===== src/rtl/entry_pkg.sv =====
// rtl/entry_pkg.sv - shared types, defaults and helpers for the operand entry controller
// Holds the controller state encoding, the default operand length, the
// BCD width helper and the error-cause codes that drive the err pulse.
package entry_pkg;

    typedef enum logic [1:0] {
        ENTER_A = 2'd0,
        ENTER_B = 2'd1,
        ADD     = 2'd2,
        SHOW    = 2'd3
    } entry_state_t;

    localparam int MAX_DIGITS_DEF = 3;

    localparam logic [1:0] ERR_NONE    = 2'd0;
    localparam logic [1:0] ERR_DIGIT   = 2'd1;
    localparam logic [1:0] ERR_B_FULL  = 2'd2;
    localparam logic [1:0] ERR_TIMEOUT = 2'd3;

    function automatic int bcd_w(input int n);
        return 4 * n;
    endfunction

endpackage


===== src/rtl/bcd_digit_shifter.sv =====
// rtl/bcd_digit_shifter.sv - MAX_DIGITS-deep BCD shift register with digit counter
// Ports:
//   clk, rst       clock, asynchronous active-high reset
//   clr_i          clear value and counter
//   load_first_i   replace value with digit_i as the only digit (count = 1)
//   shift_i        shift digit_i in at the least significant digit when not full
//   digit_i        BCD digit to insert
//   value_o        registered operand
//   value_d_o      next-state operand, lets the parent register a display copy
//   full_o         all MAX_DIGITS digits have been entered
module bcd_digit_shifter
    import entry_pkg::*;
#(
    parameter int MAX_DIGITS = MAX_DIGITS_DEF
) (
    input  logic                             clk,
    input  logic                             rst,
    input  logic                             clr_i,
    input  logic                             load_first_i,
    input  logic                             shift_i,
    input  logic [3:0]                       digit_i,
    output logic [bcd_w(MAX_DIGITS)-1:0]     value_o,
    output logic [bcd_w(MAX_DIGITS)-1:0]     value_d_o,
    output logic                             full_o
);

    localparam int W  = bcd_w(MAX_DIGITS);
    localparam int CW = $clog2(MAX_DIGITS + 1);

    logic [W-1:0]  value_q, value_d;
    logic [CW-1:0] cnt_q, cnt_d;

    assign full_o    = (cnt_q == CW'(MAX_DIGITS));
    assign value_o   = value_q;
    assign value_d_o = value_d;

    always_comb begin
        value_d = value_q;
        cnt_d   = cnt_q;
        if (clr_i) begin
            value_d = '0;
            cnt_d   = '0;
        end else if (load_first_i) begin
            value_d = W'(digit_i);
            cnt_d   = CW'(1);
        end else if (shift_i && !full_o) begin
            value_d = (value_q << 4) | W'(digit_i);
            cnt_d   = cnt_q + CW'(1);
        end
    end

    always_ff @(posedge clk or posedge rst) begin
        if (rst) begin
            value_q <= '0;
            cnt_q   <= '0;
        end else begin
            value_q <= value_d;
            cnt_q   <= cnt_d;
        end
    end

endmodule


===== src/rtl/operand_entry_ctrl.sv =====
// rtl/operand_entry_ctrl.sv - collects two BCD operands, launches the adder, selects the display
// Ports:
//   clk, rst             clock, asynchronous active-high reset
//   digit_i              switch nibble, one BCD digit per load
//   load_pulse           debounced digit-load strobe
//   sum_pulse            debounced sum strobe
//   add_done, add_result adder completion and BCD sum
//   op_a, op_b           BCD operands to the adder
//   add_start            one-cycle adder launch
//   disp_value           BCD value for the 7-segment decoders
//   state_o              current state encoding
//   err                  one-cycle error pulse
module operand_entry_ctrl
    import entry_pkg::*;
#(
    parameter int MAX_DIGITS = MAX_DIGITS_DEF,
    parameter int TIMEOUT    = 255
) (
    input  logic                              clk,
    input  logic                              rst,
    input  logic [3:0]                        digit_i,
    input  logic                              load_pulse,
    input  logic                              sum_pulse,
    input  logic                              add_done,
    input  logic [bcd_w(MAX_DIGITS+1)-1:0]    add_result,
    output logic [bcd_w(MAX_DIGITS)-1:0]      op_a,
    output logic [bcd_w(MAX_DIGITS)-1:0]      op_b,
    output logic                              add_start,
    output logic [bcd_w(MAX_DIGITS+1)-1:0]    disp_value,
    output logic [1:0]                        state_o,
    output logic                              err
);

    localparam int OPW = bcd_w(MAX_DIGITS);
    localparam int RW  = bcd_w(MAX_DIGITS + 1);
    localparam int TW  = $clog2(TIMEOUT + 1);

    entry_state_t   state_q, state_d;
    logic [TW-1:0]  tcnt_q, tcnt_d;
    logic           add_start_q, add_start_d;
    logic           err_q;
    logic [1:0]     err_cause_d;
    logic [RW-1:0]  disp_q, disp_d;

    logic           a_first, a_shift, a_full;
    logic           b_clr, b_first, b_shift, b_full;
    logic [OPW-1:0] a_next, b_next;
    logic           digit_ok;

    assign digit_ok = (digit_i <= 4'd9);

    // A is never cleared on its own: a reload from SHOW overwrites it with the first digit.
    bcd_digit_shifter #(.MAX_DIGITS(MAX_DIGITS)) u_op_a (
        .clk          (clk),
        .rst          (rst),
        .clr_i        (1'b0),
        .load_first_i (a_first),
        .shift_i      (a_shift),
        .digit_i      (digit_i),
        .value_o      (op_a),
        .value_d_o    (a_next),
        .full_o       (a_full)
    );

    bcd_digit_shifter #(.MAX_DIGITS(MAX_DIGITS)) u_op_b (
        .clk          (clk),
        .rst          (rst),
        .clr_i        (b_clr),
        .load_first_i (b_first),
        .shift_i      (b_shift),
        .digit_i      (digit_i),
        .value_o      (op_b),
        .value_d_o    (b_next),
        .full_o       (b_full)
    );

    always_comb begin
        state_d     = state_q;
        tcnt_d      = tcnt_q;
        add_start_d = 1'b0;
        err_cause_d = ERR_NONE;
        disp_d      = disp_q;
        a_first     = 1'b0;
        a_shift     = 1'b0;
        b_clr       = 1'b0;
        b_first     = 1'b0;
        b_shift     = 1'b0;

        case (state_q)
            ENTER_A: begin
                // Sum has priority; a coincident load is dropped.
                if (sum_pulse) begin
                    state_d     = ADD;
                    add_start_d = 1'b1;
                    tcnt_d      = '0;
                end else if (load_pulse) begin
                    if (!digit_ok) begin
                        err_cause_d = ERR_DIGIT;
                    end else if (!a_full) begin
                        a_shift = 1'b1;
                    end else begin
                        b_first = 1'b1;
                        state_d = ENTER_B;
                    end
                end
            end
            ENTER_B: begin
                if (sum_pulse) begin
                    state_d     = ADD;
                    add_start_d = 1'b1;
                    tcnt_d      = '0;
                end else if (load_pulse) begin
                    if (!digit_ok) begin
                        err_cause_d = ERR_DIGIT;
                    end else if (!b_full) begin
                        b_shift = 1'b1;
                    end else begin
                        err_cause_d = ERR_B_FULL;
                    end
                end
            end
            ADD: begin
                // tcnt_q counts cycles since the launch cycle; done is ignored
                // while add_start is still high.
                if (add_start_q) begin
                    tcnt_d = tcnt_q + TW'(1);
                end else if (add_done) begin
                    disp_d  = add_result;
                    state_d = SHOW;
                end else if (tcnt_q == TW'(TIMEOUT)) begin
                    disp_d      = '0;
                    err_cause_d = ERR_TIMEOUT;
                    state_d     = SHOW;
                end else begin
                    tcnt_d = tcnt_q + TW'(1);
                end
            end
            SHOW: begin
                if (load_pulse) begin
                    if (!digit_ok) begin
                        err_cause_d = ERR_DIGIT;
                    end else begin
                        a_first = 1'b1;
                        b_clr   = 1'b1;
                        state_d = ENTER_A;
                    end
                end
            end
            default: state_d = ENTER_A;
        endcase

        // While entering, the display follows the operand being edited.
        if (state_d == ENTER_A) begin
            disp_d = RW'(a_next);
        end else if (state_d == ENTER_B) begin
            disp_d = RW'(b_next);
        end
    end

    always_ff @(posedge clk or posedge rst) begin
        if (rst) begin
            state_q     <= ENTER_A;
            tcnt_q      <= '0;
            add_start_q <= 1'b0;
            err_q       <= 1'b0;
            disp_q      <= '0;
        end else begin
            state_q     <= state_d;
            tcnt_q      <= tcnt_d;
            add_start_q <= add_start_d;
            err_q       <= (err_cause_d != ERR_NONE);
            disp_q      <= disp_d;
        end
    end

    assign add_start  = add_start_q;
    assign err        = err_q;
    assign disp_value = disp_q;
    assign state_o    = state_q;

endmodule


===== config.mk =====
export PLATFORM = sky130hd
export DESIGN_NAME = operand_entry_ctrl
export DESIGN_NICKNAME = d
export VERILOG_FILES = /design/src/rtl/entry_pkg.sv /design/src/rtl/bcd_digit_shifter.sv /design/src/rtl/operand_entry_ctrl.sv
export SDC_FILE = /design/constraint.sdc
export NUM_CORES = 1
export LEC_CHECK = 0
export CORE_UTILIZATION = 50
export CTS_CLUSTER_DIAMETER = 40
export DETAILED_ROUTE_END_ITERATION = 16
export PLACE_DENSITY = 0.83
export SYNTH_ARGS = -nofsm -noshare
export SYNTH_HDL_FRONTEND = slang
export SYNTH_SLANG_ARGS = --single-unit

===== constraint.sdc =====
create_clock -name clk -period 2.2 [get_ports clk]
set_clock_uncertainty 0.15 [all_clocks]
set_input_delay 0.33 -clock clk [delete_from_list [all_inputs] [get_ports clk]]
set_output_delay 0.33 -clock clk [all_outputs]
set_load 0.02 [all_outputs]

Word level (Yosys, flattened, before mapping) --
Cells that the tools add are included.
Storage, ports and cells: register bits 56, output and inout bits 44, word-level logic and storage cells 104
Operators by class: bitwise operators 2, order comparisons 1, add/subtract/negate cells 3, multiplexer cells 63, reduce and logical (&&, ||, !) cells 15, equal/unequal tests 11
Operators by type and width (count):
- $mux W16 | 6
- $mux W12 | 5
- $mux W2 | 24
- $mux W8 | 4
- $or A12 B4 Y12 | 2
- $mux W1 | 21
- $pmux W2 S4 | 2
- $pmux W8 S2 | 1
- $add A8 B1 Y8 const B | 1
- $eq A2 B2 Y1 const B | 4
- $eq A8 B8 Y1 const B | 1
- $ne A3 B3 Y1 const B | 2
- $reduce_bool A2 Y1 | 3
- $reduce_bool A3 Y1 | 2
- $add A2 B1 Y2 const B | 2
- $eq A2 B1 Y1 const B | 2
- $le A4 B4 Y1 const B | 1
- $logic_not A2 Y1 | 2
- $reduce_and A4 Y1 | 1
- $reduce_bool A4 Y1 | 1
- $ne A3 B1 Y1 const B | 1
- $reduce_and A3 Y1 | 1
- $logic_and A1 B1 Y1 | 2
- $logic_not A1 Y1 | 2
- other kinds (2) | 2

Longest topological paths before layout --
word-level depth 12, mapped depth 9

Hierarchy --
From an unflattened synthesis, not the netlist that was laid out.
Second synthesis, totals: cells, all modules 316, area total of the unflattened synthesis 3046.7 µm²
Modules (own cells, without submodules):
- operand_entry_ctrl | cells an instance 188, sequential area each 700.7 µm², times used 1, area each 1757.9 µm²
- bcd_digit_shifter | cells an instance 64, sequential area each 350.3 µm², times used 2, area each 644.4 µm²

Worst setup path after synthesis --
OpenSTA, ideal clock, no wires.
kind reg-to-reg, start register state_q[1] (netlist: state_o[1]), end register disp_q[0] (netlist: disp_value[0]), setup time 0.126 ns, data arrival time 1.780 ns, slack 0.144 ns, buffers on the path 1, cell stages (with the launch flop) 7, required time 1.924 ns, cells stage by stage dfrtp_1 -> buf_4 -> nor2_1 -> o21ai_0 -> a211oi_4 -> mux2_2 -> a221o_1
On the way: word-level cells in the longest chain between the ends 8, elaborated cells between the ends (all ways) 34, classes of those cells 5 x eq/ne; 22 x mux; 7 x reduce/logical
Ends and longest elaborated chain:
- start, declared | RTL line operand_entry_ctrl.sv:38 | entry_state_t state_q, state_d;
- start signal, assigned | RTL line operand_entry_ctrl.sv:168 | state_q <= state_d;
- $mux W2 / $eq A2 B1 Y1 (equally long branches) | RTL line operand_entry_ctrl.sv:99, operand_entry_ctrl.sv:89
- $mux W2 / $mux W1 (equally long branches) | RTL line operand_entry_ctrl.sv:97, operand_entry_ctrl.sv:89
- $mux W2 / $logic_and A1 B1 Y1 (equally long branches) | RTL line operand_entry_ctrl.sv:96, bcd_digit_shifter.sv:46
- $mux W2 / $mux W12 (equally long branches) | RTL line operand_entry_ctrl.sv:92, bcd_digit_shifter.sv:46
- $pmux W2 S4 / $mux W12 (equally long branches) | RTL line operand_entry_ctrl.sv:89, bcd_digit_shifter.sv:43
- $eq A2 B1 Y1, or another cell as far along | RTL line operand_entry_ctrl.sv:155 | end else if (state_d == ENTER_B) begin
- $ne A3 B1 Y1 (no source line), or another cell as far along
- $reduce_and A3 Y1 (no source line) / $mux W16 (equally long branches)
- end signal, assigned | RTL line operand_entry_ctrl.sv:172 | disp_q <= disp_d;
- end, declared | RTL line operand_entry_ctrl.sv:43 | logic [RW-1:0] disp_q, disp_d;
Several ways; a longest one is shown, not always the timed one. A chain may end at the register's enable or synchronous reset.

Worst setup path in the final report --
start input port sum_pulse, end register disp_q[1] (netlist: disp_value[1])
On the way: word-level cells in the longest chain between the ends 8, elaborated cells between the ends (all ways) 24, classes of those cells 2 x eq/ne; 16 x mux; 6 x reduce/logical
Ends and longest elaborated chain:
- start, declared | RTL line operand_entry_ctrl.sv:23 | input logic sum_pulse,
- $mux W1 | RTL line operand_entry_ctrl.sv:108 | if (sum_pulse) begin
- $mux W1 | RTL line operand_entry_ctrl.sv:89 | case (state_q)
- $logic_and A1 B1 Y1 | RTL line bcd_digit_shifter.sv:46 | end else if (shift_i && !full_o) begin
- $mux W12 | RTL line bcd_digit_shifter.sv:46
- $mux W12 | RTL line bcd_digit_shifter.sv:43 | end else if (load_first_i) begin
- $mux W12 | RTL line bcd_digit_shifter.sv:40 | if (clr_i) begin
- $mux W16 | RTL line operand_entry_ctrl.sv:155
- $mux W16 | RTL line operand_entry_ctrl.sv:153 | if (state_d == ENTER_A) begin
Several ways; a longest one is shown, not always the timed one.

==> results.ini <==
[sta]
period_share_pct = 93.0
setup_viol = 0
whs_ns = 0.245
slew_violations = 0
slew_headroom_pct = 72.3
finalCriticalPeriod_ns = 2.05
tns_ns = 0
tightestPinTransition_ns = 0.414
grt_setup_unrepaired = no
fmax_mhz = 489
hold_viol = 0

[worst_setup_path]
r2r_cells = 5
cp_max_fo = 4
crit_arrival_ns = 2.10
cp.required_ns = 2.25
cp-start-kind = input port
cp-end-kind = flop
crit_type = input port to flop

[route]
num_vias = 2825
wl_per_cell_um = 17.1
wl_um = 8110
viasPerCell = 5.95
ant_nets = 0
firstDrtPassIters = 5
drt_iter0_drc = 217
drc_errors = 0

[pwr]
combPwrFrac_pct = 47.6
p_per_area_nw_per_um2 = 1090
power.leakage_nw = 1.68
peakVddDrop_uv = 637
seqPwrFrac_pct = 36.8
p_sw_mw = 1.74
clkPwrFrac_pct = 15.6
p_int_mw = 2.66
swShare_pct = 39.5

[layout]
utilization_pct = 72.0
layout.cells.non_filler = 475
drive_gt1_share_pct = 15.6
syn2layout_area_growth_pct = 36.1
n_antenna_cell = 0
nets = 430
fillers = 438

[synthesis]
netlist.area_leader.share_pct = 47.2
synth_edf_count = 0
syn_area_sq_um = 2970
ys.warnings.count = 0
synth_area_leader_cell = dfrtp_1
synthFlopType = dfrtp_1
ys_types = 48
async_reset_ff_share_pct = 100
netlist_top_cells_area = dfrtp_1 (47%), nand2_1 (8.4%), o21ai_0 (3.7%)
postSynthAreaPerCell_sq_um = 9.57
ys_seq_area_share_pct = 47.2
synth-seq-cells = 56
syn_nets = 338
syn_inst = 310

[clock_tree]
cts_root_buf = clkbuf_8
clock_latency_ns = 0.32
post_cts_resized = 0
cts.clk_slew.worst_paths_ns = 0.10
cts_tree = yes
htree_levels = 2
postCtsSetupBuffers = 0
hold_buffers = 0
numClockSinks = 56
cts_buffers = 5
clock_path_buffers = 2

[die]
pin_count = 69
num_rows = 27
die_w_um = 79.0
die_y_um = 79.0
dieArea_sq_um = 6240
fp.coreArea_sq_um = 5610
initial_core_util_pct = 52.9

[place]
place.port_buffers = 68
hpwl_um = 5850
placed_cells = 467
finalWeightedCongestion = 0.938

[run_status]
status = complete, no violations

[global_routing]
antenna_found_initial = 0
grt_pass1_vias = 2665
grtUsageMet1_pct = 38.9
overflow = 0
grt_max_degree = 57
met2_usage_pct = 43.7
grt_use_total_pct = 27.9
grt_first_pass_wirelength_um = 13500
grt.met3_usage_pct = 4.94
busiest_layer = met2

[hold_path]
hp-class = input port to async pin

[job]
drv_cap = 0

==> layout by cell type (no fill, tap or decap), types with 2 or more instances in the layout <==
| cell type | Yosys | layout |
|---|---|---|
| a22o_1 | 12 | 12 |
| clkdlybuf4s50_1 | 0 | 68 |
| nand2_1 | 66 | 66 |
| a31oi_1 | 11 | 11 |
| nand3_1 | 4 | 4 |
| a221o_1 | 4 | 4 |
| nor2b_1 | 3 | 3 |
| xnor2_1 | 7 | 7 |
| nor2_1 | 15 | 15 |
| mux2_2 | 3 | 3 |
| o21ai_2 | 2 | 2 |
| dfrtp_1 | 56 | 56 |
| buf_4 | 4 | 34 |
| a41oi_1 | 2 | 2 |
| mux2i_1 | 2 | 2 |
| nand4_1 | 2 | 2 |
| and2_1 | 7 | 7 |
| clkbuf_8 | 0 | 5 |
| ha_1 | 3 | 3 |
| o21ai_0 | 22 | 22 |
| and3_1 | 3 | 3 |
| inv_1 | 5 | 4 |
| a2bb2oi_1 | 8 | 8 |
| a32oi_1 | 8 | 8 |
| a21oi_1 | 21 | 21 |
| or2_2 | 2 | 2 |
| nor4_1 | 2 | 2 |
| buf_12 | 0 | 3 |
==> worst max-delay path: stages <==
cell and delay [ns]:
clkdlybuf4s50_1 0.45, nor2_1 0.16, o21ai_0 0.17, a211oi_4 0.30, mux2_2 0.39, a221o_1 0.29
==> sequential cells by signal (all words and copies together), names as in the netlist <==
name	cells
state_o	2
u_op_a.value_o	12
u_op_b.cnt_q	2
add_start	1
u_op_a.cnt_q	2
disp_value	16
err	1
tcnt_q	8
u_op_b.value_o	12
==> synth_stat cells (2+ instances only) <==
master     instances
o21ai_0           22
inv_1              5
and3_1             3
a2bb2oi_1          8
a221o_1            4
nor2_1            15
a31oi_1           11
nor2b_1            3
and2_1             7
clkbuf_1           7
nor4_1             2
buf_4              4
a21oi_1           21
a41oi_1            2
a22o_1            12
mux2i_1            2
a32oi_1            8
ha_1               3
buf_2              5
o21ai_2            2
dfrtp_1           56
nand2_1           66
xnor2_1            7
buf_6              4
nand4_1            2
nand3_1            4
mux2_2             3
or2_2              2
==> routing by layer <==
layer  wire length (um)  share of wire (%)
met5                  0                  0
met4                193                2.4
met3                503                6.2
met2               3870                 48
met1               3540                 44
==> path summary, 6_finish.rpt <==
kind | from | end | slack (ns)
max in group asynchronous | rst | disp_value[7] | 1.41
worst min register to register | u_op_a.cnt_q[0] | u_op_a.cnt_q[0] | 0.35
worst min-delay path | rst | u_op_a.cnt_q[1] | 0.24
worst max register to register | u_op_a.cnt_q[0] | disp_value[1] | 0.22
min in group clk | u_op_a.cnt_q[0] | u_op_a.cnt_q[0] | 0.35
worst max-delay path | sum_pulse | disp_value[1] | 0.15
==> layout make-up <==
type / instances / area (sq um) / share of cell area (%)
Clock buffer: 5 / 68.8 / 1.70
Clock inverter: 3 / 42.5 / 1.05
Inverter: 5 / 18.8 / 0.465
Multi-Input combinational cell: 229 / 1420 / 35.2
Sequential cell: 56 / 1400 / 34.7
Tap cell: 72 / 90.1 / 2.23
Timing Repair Buffer: 105 / 996 / 24.7
==> power by group through the flow <==
stage	Sequential [mW]	Clock (mW)	Combinational (mW)
after global routing	1.65	0.735	2.25
final	1.62	0.686	2.09
after floorplan	1.84	0	0.950
after global placement	1.61	0	2.02
after detailed placement	1.62	0	2.07
after CTS	1.61	0.688	2.09
==> stage by stage <==
stage | cell area, sq um | setup WS (ns) | total power [mW]
2_1_floorplan | 2970 | 0.144 | 2.79
3_5_place_dp | 3930 | -0.159 | 3.70
4_1_cts | 4040 | 0.172 | 4.38
5_1_grt | 4040 | 0.0873 | 4.63
6_report | 4040 | 0.155 | 4.39
3_3_place_gp | 3930 | -0.0929 | 3.63
==> cell families after synthesis <==
logic type	synth area share, %
and+or+nand+nor	17.8
AOI/OAI and AO/OA	25.0
DFF	47.2
buffers and inverters	4.89
xor gates and xnor gates	2.07
muxes	1.81
adders and majority gates	1.27
(Power assumes the default switching activity.)
